## config.mk

```make
export PLATFORM = sky130hd
export DESIGN_NAME = mem_stage_ctrl
export DESIGN_NICKNAME = d
export VERILOG_FILES = /design/src/rtl/cpu_types_pkg.sv /design/src/rtl/mem_wait_timer.sv /design/src/rtl/mem_stage_ctrl.sv
export SDC_FILE = /design/constraint.sdc
export NUM_CORES = 1
export LEC_CHECK = 0
export BUFFER_PORTS_ARGS = -buffer_cell sky130_fd_sc_hd__buf_2
export CELL_PAD_IN_SITES_DETAIL_PLACEMENT = 1
export CELL_PAD_IN_SITES_GLOBAL_PLACEMENT = 2
export CORE_MARGIN = 2
export CORE_UTILIZATION = 22
export CTS_BUF_LIST = sky130_fd_sc_hd__clkbuf_8
export CTS_CLUSTER_DIAMETER = 30
export DETAILED_ROUTE_END_ITERATION = 10
export PLACE_DENSITY_LB_ADDON = 0.1
export SETUP_SLACK_MARGIN = 0.4
export SLEW_MARGIN = 5
export SYNTH_ARGS = -nofsm -noshare
export SYNTH_HDL_FRONTEND = slang
export SYNTH_SLANG_ARGS = --single-unit
```

## constraint.sdc

```tcl
create_clock -name CLK -period 1.7 [get_ports CLK]
set_input_delay 0.255 -clock CLK [delete_from_list [all_inputs] [get_ports CLK]]
set_output_delay 0.255 -clock CLK [all_outputs]
set_load 0.005 [all_outputs]
```

## src/rtl/cpu_types_pkg.sv

```systemverilog
// Shared CPU types: register/word types, MEM-stage FSM states, write-back select codes.
// Latency: n/a (types and constants only).
// Backpressure: n/a.
package cpu_types_pkg;

   typedef logic [31:0] word_t;
   typedef logic [4:0]  regbits_t;

   // MEM stage access controller states
   typedef enum logic [1:0] {
      IDLE   = 2'd0,
      ACCESS = 2'd1,
      DONE   = 2'd2,
      HALTED = 2'd3
   } mem_state_t;

   // MemToReg encodings: source of the write-back word
   localparam logic [1:0] WB_ALU  = 2'd0;
   localparam logic [1:0] WB_LOAD = 2'd1;
   localparam logic [1:0] WB_LUI  = 2'd2;
   localparam logic [1:0] WB_PC4  = 2'd3;

endpackage

```

## src/rtl/mem_wait_timer.sv

```systemverilog
// Counts consecutive cycles a cache access waits for dhit; sets a sticky error at the limit.
// Latency: err_o rises on the edge that ends the TIMEOUT_CYCLES-th waiting cycle.
// Backpressure: none; the counter saturates and the error holds until reset.
module mem_wait_timer #(
   parameter int TIMEOUT_CYCLES = 1023
) (
   input  logic clk_i,
   input  logic rst_i,
   input  logic wait_i,
   output logic err_o
);

   localparam int               CNT_W = $clog2(TIMEOUT_CYCLES + 1);
   localparam logic [CNT_W-1:0] LIMIT = CNT_W'(TIMEOUT_CYCLES);

   logic [CNT_W-1:0] cnt_q, cnt_d;
   logic             err_q, err_d;

   // Count while waiting (saturating at the limit), clear as soon as the wait ends
   always_comb begin
      cnt_d = '0;
      if (wait_i) begin
         cnt_d = (cnt_q == LIMIT) ? cnt_q : cnt_q + CNT_W'(1);
      end
      err_d = err_q | (cnt_d == LIMIT);
   end

   // Counter and sticky error registers, synchronous reset
   always_ff @(posedge clk_i) begin
      if (rst_i) begin
         cnt_q <= '0;
         err_q <= 1'b0;
      end else begin
         cnt_q <= cnt_d;
         err_q <= err_d;
      end
   end

   assign err_o = err_q;

endmodule

```

## src/rtl/mem_stage_ctrl.sv

```systemverilog
// MEM stage controller: turns EX/MEM load/store into one dhit-handshaked cache access, drives MEM/WB.
// Latency: request is combinational in the cycle the op is presented; zero-wait if dhit same cycle.
// Backpressure: mem_stall while waiting for dhit; DONE holds the result until advance.
module mem_stage_ctrl
   import cpu_types_pkg::*;
#(
   parameter int TIMEOUT_CYCLES = 1023,
   parameter int WORD_W         = 32
) (
   input  logic              CLK,
   input  logic              RST,
   input  logic              advance,
   input  logic              flush,
   input  logic              dREN_m,
   input  logic              dWEN_m,
   input  logic [WORD_W-1:0] portO_m,
   input  logic [WORD_W-1:0] dmemstore_m,
   input  logic              regWr_m,
   input  logic [1:0]        MemToReg_m,
   input  logic [WORD_W-1:0] luiValue_m,
   input  logic [WORD_W-1:0] pcp4_m,
   input  regbits_t          wsel_m,
   input  logic              halt_m,
   input  logic              dhit,
   input  logic [WORD_W-1:0] dmemload,
   output logic              dmemREN,
   output logic              dmemWEN,
   output logic [WORD_W-1:0] dmemaddr,
   output logic [WORD_W-1:0] dmemstore,
   output logic              mem_stall,
   output logic              regWr_wb,
   output regbits_t          wsel_wb,
   output logic [WORD_W-1:0] wdat_wb,
   output logic              halt_wb,
   output logic              mem_err
);

   mem_state_t        state_q, state_d;
   logic              req_phase;
   logic              rd_req;
   logic              wb_load;
   logic [WORD_W-1:0] ldbuf_q, ldbuf_d;
   logic [WORD_W-1:0] wdat_sel;

   logic              regWr_q, regWr_d;
   regbits_t          wsel_q,  wsel_d;
   logic [WORD_W-1:0] wdat_q,  wdat_d;
   logic              halt_q,  halt_d;

   // FSM state register
   always_ff @(posedge CLK) begin
      if (RST) begin
         state_q <= IDLE;
      end else begin
         state_q <= state_d;
      end
   end

   // FSM next state: a halt entering MEM/WB overrides everything; HALTED is absorbing
   always_comb begin
      state_d = state_q;
      case (state_q)
         IDLE, ACCESS: begin
            if (req_phase) begin
               if (dhit) begin
                  state_d = advance ? IDLE : DONE;
               end else begin
                  state_d = ACCESS;
               end
            end else begin
               state_d = IDLE;
            end
         end
         DONE: begin
            if (advance) begin
               state_d = IDLE;
            end
         end
         HALTED: state_d = HALTED;
         default: state_d = IDLE;
      endcase
      if (wb_load && !flush && halt_m) begin
         state_d = HALTED;
      end
   end

   // FSM outputs: cache request (read wins over write), stall, MEM/WB load enable
   always_comb begin
      req_phase = ((state_q == IDLE) || (state_q == ACCESS)) && (dREN_m || dWEN_m);
      rd_req    = req_phase && dREN_m;
      dmemREN   = rd_req;
      dmemWEN   = req_phase && dWEN_m && !dREN_m;
      dmemaddr  = portO_m;
      dmemstore = dmemstore_m;
      mem_stall = req_phase && !dhit;
      wb_load   = advance && (state_q != HALTED);
   end

   // Write-back source select; load data bypasses the buffer when dhit is this cycle
   always_comb begin
      wdat_sel = portO_m;
      case (MemToReg_m)
         WB_ALU:  wdat_sel = portO_m;
         WB_LOAD: wdat_sel = dhit ? dmemload : ldbuf_q;
         WB_LUI:  wdat_sel = luiValue_m;
         WB_PC4:  wdat_sel = pcp4_m;
         default: wdat_sel = portO_m;
      endcase
   end

   // Next values for the load buffer and the MEM/WB latch (flush inserts a bubble)
   always_comb begin
      ldbuf_d = (rd_req && dhit) ? dmemload : ldbuf_q;
      regWr_d = regWr_q;
      wsel_d  = wsel_q;
      wdat_d  = wdat_q;
      halt_d  = halt_q;
      if (wb_load) begin
         if (flush) begin
            regWr_d = 1'b0;
            wsel_d  = '0;
            wdat_d  = '0;
            halt_d  = 1'b0;
         end else begin
            regWr_d = regWr_m;
            wsel_d  = wsel_m;
            wdat_d  = wdat_sel;
            halt_d  = halt_m;
         end
      end
   end

   // Load buffer and MEM/WB registers
   always_ff @(posedge CLK) begin
      if (RST) begin
         ldbuf_q <= '0;
         regWr_q <= 1'b0;
         wsel_q  <= '0;
         wdat_q  <= '0;
         halt_q  <= 1'b0;
      end else begin
         ldbuf_q <= ldbuf_d;
         regWr_q <= regWr_d;
         wsel_q  <= wsel_d;
         wdat_q  <= wdat_d;
         halt_q  <= halt_d;
      end
   end

   assign regWr_wb = regWr_q;
   assign wsel_wb  = wsel_q;
   assign wdat_wb  = wdat_q;
   assign halt_wb  = halt_q;

   mem_wait_timer #(
      .TIMEOUT_CYCLES(TIMEOUT_CYCLES)
   ) u_wait_timer (
      .clk_i (CLK),
      .rst_i (RST),
      .wait_i(mem_stall),
      .err_o (mem_err)
   );

endmodule

```

## After elaboration in Yosys (flattened, before gate mapping)

Cells that the tools add are included.

| storage, ports and cells | value |
|---|---|
| register bits after elaboration | 84 |
| output and inout port bits | 107 |
| bits of input ports | 176 |
| word-level logic and storage cells | 51 |

| cells by class | value |
|---|---|
| $add $sub $neg | 1 |
| muxes and demuxes | 14 |
| equal/unequal tests | 10 |
| bitwise logic cells | 1 |
| reductions and logical operators | 17 |

Operators by type and width:

| cell | count |
|---|---|
| 32-bit case mux with 4 select lines | 1 |
| 32-bit two-way mux | 2 |
| 10-bit equality test, second input constant | 2 |
| 10-bit two-way mux | 2 |
| 10-bit by 1-bit adder with 10-bit output, second input constant | 1 |
| 2-bit two-way mux | 5 |
| 1-bit logical AND | 9 |
| 2-bit equality test, second input constant | 4 |
| 2-bit case mux with 3 select lines | 1 |
| 5-bit two-way mux | 1 |
| 2-bit by 1-bit equality test with 1-bit output, second input constant | 2 |
| 2-bit logical NOT | 2 |
| 1-bit logical NOT | 3 |
| 3-bit != test, second input constant | 1 |
| 1-bit logical OR | 2 |
| 1-bit two-way mux | 2 |
| 2-bit != test, second input constant | 1 |
| 2-bit OR reduction | 1 |
| 1-bit bitwise OR | 1 |

## Longest topological paths before layout

| logic depth | value |
|---|---|
| depth in word-level cells | 7 |
| depth in mapped cells | 7 |
| depth with buffers taken out | 6 |

## By module

A second synthesis with hierarchy kept.

| second synthesis, totals | value |
|---|---|
| cells, all modules | 580 |
| area, all modules | 4,962.3 um^2 |

Modules (own cells, without submodules):

| module | sequential area each (um^2) | cells an instance | area each (um^2) | times used |
|---|---|---|---|---|
| mem_stage_ctrl | 1,461.4 | 511 | 4,365.4 | 1 |
| mem_wait_timer | 220.2 | 69 | 596.8 | 1 |

## Worst setup path after synthesis

Ideal clock, no wire load.

| timing path | value |
|---|---|
| path type | in2reg |
| start point | input port dhit |
| end point | register wdat_q[10], in the netlist wdat_wb[10] |
| path buffers | 2 |
| data required time | 1.572 ns |
| path slack | -0.121 ns |
| arrival time | 1.693 ns |
| stages on the path | 6 |
| setup time | 0.128 ns |
| cells stage by stage | buf_6 > clkbuf_1 > mux2_2 > mux4_2 > a22oi_1 > nor2_1 |

| on the way | value |
|---|---|
| word-level cells in the longest chain between the ends | 3 |

Ends and longest elaborated chain:

| item | RTL line | source |
|---|---|---|
| start, declared | mem_stage_ctrl.sv:24 | `input logic dhit,` |
| 32-bit two-way mux | mem_stage_ctrl.sv:104 | `WB_LOAD: wdat_sel = dhit ? dmemload : ldbuf_q;` |
| 32-bit case mux with 4 select lines | mem_stage_ctrl.sv:102 | `case (MemToReg_m)` |
| 32-bit two-way mux | mem_stage_ctrl.sv:119 | `if (flush) begin` |
| end signal, assigned | mem_stage_ctrl.sv:145 | `wdat_q <= wdat_d;` |
| end, declared | mem_stage_ctrl.sv:47 | `logic [WORD_W-1:0] wdat_q, wdat_d;` |

No other way between the ends.
A chain may end at the register's enable or synchronous reset.

## Worst setup path in the final report

| timing path | value |
|---|---|
| start point | register state_q[1] |
| end point | register u_wait_timer.err_q, in the netlist u_wait_timer.err_o |

| on the way | value |
|---|---|
| word-level cells in the longest chain between the ends | 7 |
| elaborated cells between the ends (all ways) | 8 |

Ends and longest elaborated chain:

| item | RTL line | source |
|---|---|---|
| start, declared | mem_stage_ctrl.sv:38 | `mem_state_t state_q, state_d;` |
| start signal, assigned | mem_stage_ctrl.sv:55 | `state_q <= state_d;` |
| 2-bit by 1-bit equality test with 1-bit output or 2-bit logical NOT (tied branches) | mem_stage_ctrl.sv:89 | `req_phase = ((state_q == IDLE) \|\| (state_q == ACCESS)) && (dREN_m \|\| dWEN_m);` |
| 1-bit logical OR (*) | mem_stage_ctrl.sv:89 |  |
| 1-bit logical AND (*) | mem_stage_ctrl.sv:89 |  |
| 1-bit logical AND (*) | mem_stage_ctrl.sv:95 | `mem_stall = req_phase && !dhit;` |
| 10-bit two-way mux (*) | mem_wait_timer.sv:22 | `if (wait_i) begin` |
| 10-bit equality test (*) | mem_wait_timer.sv:25 | `err_d = err_q \| (cnt_d == LIMIT);` |
| 1-bit bitwise OR (*) | mem_wait_timer.sv:25 |  |
| end signal, assigned | mem_wait_timer.sv:35 | `err_q <= err_d;` |
| end, declared | mem_wait_timer.sv:17 | `logic err_q, err_d;` |

Every way passes the cells marked *; elsewhere a longest branch is shown, timed or not.

==> flow_summary_export.csv <==
group,metric,value,unit
outcome,outcome,"finished, final reports clean",
grt,grtUsageTotal,15.1,%
sta,hold_viol_final,0,
pwr,power.total,4.91,mW
yosys,yosysSeqAreaShare,35.8,%
place,dp_cells,930,
grt,grt_max_degree,46,
pwr,p_per_area,702,nW/µm²
clock_network,clkTransAtPathRegs,0.10,ns
place,gp_congestion,0.706,
yosys,synth.area.top_cells,"dfxtp_1 (36%), mux4_2 (15%), buf_4 (10%), mux2_2 (7.7%), nand2_1 (6.2%)",
worst_setup_path,crit_required,2.02,ns
worst_setup_path,critPathLaunchType,"flop",
clock_network,cts_sinks,84,
worst_hold_path,hold_path.class,"input pin to flop",
clock_network,clk_path_buf_depth,2,
clock_network,root_buffer,"clkbuf_8",
route,drc,0,
clock_network,cts_tree,"built",
flow_run,cap_viol_max_count,0,
die,row_count,53,
sta,post-route-period-util,96.4,%
grt,use_met2,27.4,%
yosys,yosys_most_used_dff,"dfxtp_1",
finish,multi_input_area,2730,µm²
route,wire_per_inst,18.8,µm
pwr,leakage,2.99,nW
sta,clock.fmax,610,MHz
place,hpwl,12200,µm
grt,use_met3,2.99,%
sta,rsz0062_at_grt,"true",
clock_network,hold_buffers,0,
yosys,ys_warn_count,0,
place,port_buffers,218,
die,coreArea,21000,µm²
finish,fillCellCount,2449,
yosys,netlist_area,4690,µm²
finish,ff_latch_area,1710,µm²
clock_network,h-tree-depth,3,
sta,max_slew.worst_pin.slew,0.622,ns
finish,final_cells,981,
yosys,synth_top_area_cell,"dfxtp_1",
yosys,synthCells,503,
grt,grt_pass1_vias,4745,
yosys,synth_common_cells,"dfxtp_1 (84), nand2_1 (78), buf_4 (64), nor2_1 (48), a21oi_1 (46)",
sta,drv_slew,0,
clock_network,clkLatencyLatePin,0.37,ns
worst_setup_path,crit_arrival,1.96,ns
finish,area_growth,49.0,%
die,die_h,150,µm
grt,top_usage_layer,"met2",
die,fp.dieArea,22500,µm²
worst_setup_path,rr_worst_depth,4,
die,io_pins,283,
route,drt_pre_antenna_iters,4,
sta,fin_ws,0.0616,ns
pwr,peakVddDrop,0.256,mV
die,start_util,22.4,%
yosys,syn_avg_cell_area,9.33,µm²
place,place_ws,-0.122,ns
worst_hold_path,whs_path_depth,3,
route,drtIter0Drc,110,
worst_setup_path,r2r_slack,0.06,ns
route,postRouteWirelength,18400,µm
worst_setup_path,crit_type,"flop to flop",
grt,met1_usage,17.2,%
yosys,synth_top_area_share,35.8,%
clock_network,cts_inserted_buffers,9,
sta,fin_skew,0.0130,ns
yosys,postSynth.asyncResetShare,0,%
route,ant_nets,0,
yosys,post-synth-top-count-cell,"dfxtp_1",
sta,fin_crit,1.64,ns
yosys,yosysUniqueCellTypes,39,
die,fp.dieW,150,µm
finish,drive_gt1_share,65.2,%
yosys,synth-seq-cells,84,
route,via_count,4439,
worst_setup_path,worst_setup_path_end_kind,"flop",
grt,antenna_found_initial,1,
worst_setup_path,cp_max_fo,2,
grt,grt_overflow_total,0,
sta,relSlewSlack,58.5,%
yosys,synth_edf_count,0,
route,viasPerCell,4.52,
finish,fin_nets,876,
grt,grt_pass1_wl,25900,µm
yosys,synth_nets,680,
sta,hold_slack,0.119,ns
sta,setup_violations,0,
## logic make-up (layout without fill, tap and decap cells)
logic type / after synthesis / after routing / share of synthesized area [%]
buf+inv: 104 / 305 / 13.7
xor+xnor: 3 / 3 / 0.560
flops: 84 / 84 / 35.8
fa+ha+maj: 1 / 1 / 0.267
other cells: 0 / 2 / 0
mux: 65 / 65 / 23.3
compound gates: 94 / 94 / 12.3
simple gates: 152 / 152 / 14.1
## worst max-delay path, stage by stage (launching register included)
cell and delay (ns):
dfxtp_2 0.34, or3_4 0.37, or4_4 0.51, nor4_2 0.16, a32o_2 0.21
## report_power, final
part	leakage, nW	internal [mW]	switching, mW
sequential	0.694	2.05	0.0458
clock	0.117	0.857	0.818
combinational	2.18	0.627	0.505
## sequential cells by signal (all words and copies together) (netlist names)
register / flops
wdat_wb: 32
regWr_wb: 1
halt_wb: 1
ldbuf_q: 32
wsel_wb: 5
u_wait_timer.err_o: 1
u_wait_timer.cnt_q: 10
state_q: 2
## layer usage
layer	vias to the layer above	share of wire, %
li1	2117	-
met1	2147	41
met2	138	51
met3	37	5.3
met4	0	2.1
met5	-	0
## what timing repair did
item / in CTS / in global routing
setup endpoints to repair: 84 / 85
pin swaps: 10 / 13
resized for setup: 48 / 81
buffers inserted: 13 / 10
gates cloned: 2 / 8
## final cells by class
type	instances	area share, %
diodes	2	0.0716
clock buffers	10	1.97
clock inverters	6	1.13
inverters	4	0.322
multi-input cells	315	39.0
flip-flops and latches	84	24.5
well taps	275	4.92
repair buffers	285	28.1
## final timing paths
kind                 from                 end
max            state_q[1]  u_wait_timer.err_o
min          dmemload[19]         ldbuf_q[19]
max reg2reg    state_q[1]  u_wait_timer.err_o
min reg2reg   ldbuf_q[17]         ldbuf_q[17]
## stage by stage
stage | cell area [µm²] | util (%) | TNS, ns
after global placement | 5860 | 28.0 | -1.44
after global routing | 6980 | 33.3 | 0
final | 6990 | 33.4 | 0
after detailed placement | 5860 | 28.0 | -1.81
after CTS | 6430 | 30.7 | 0
after floorplan | 4810 | - | 0
## cells in the final DEF, fill, tap and decap left out, types with 3 or more instances in the layout
| cell type | instances |
|---|---|
| mux2_2 | 30 |
| a22oi_2 | 17 |
| a21oi_2 | 19 |
| clkbuf_16 | 6 |
| nor2_1 | 44 |
| o21ai_0 | 4 |
| buf_2 | 217 |
| nor3b_2 | 6 |
| inv_1 | 4 |
| buf_12 | 12 |
| nand2_2 | 6 |
| a22oi_1 | 15 |
| clkinv_2 | 3 |
| buf_6 | 18 |
| mux4_2 | 32 |
| buf_4 | 29 |
| dfxtp_2 | 22 |
| clkbuf_8 | 10 |
| a21oi_1 | 27 |
| nand4_1 | 3 |
| nand2_1 | 68 |
| nor2_4 | 3 |
| dfxtp_1 | 62 |
(Power assumes the default switching activity.)
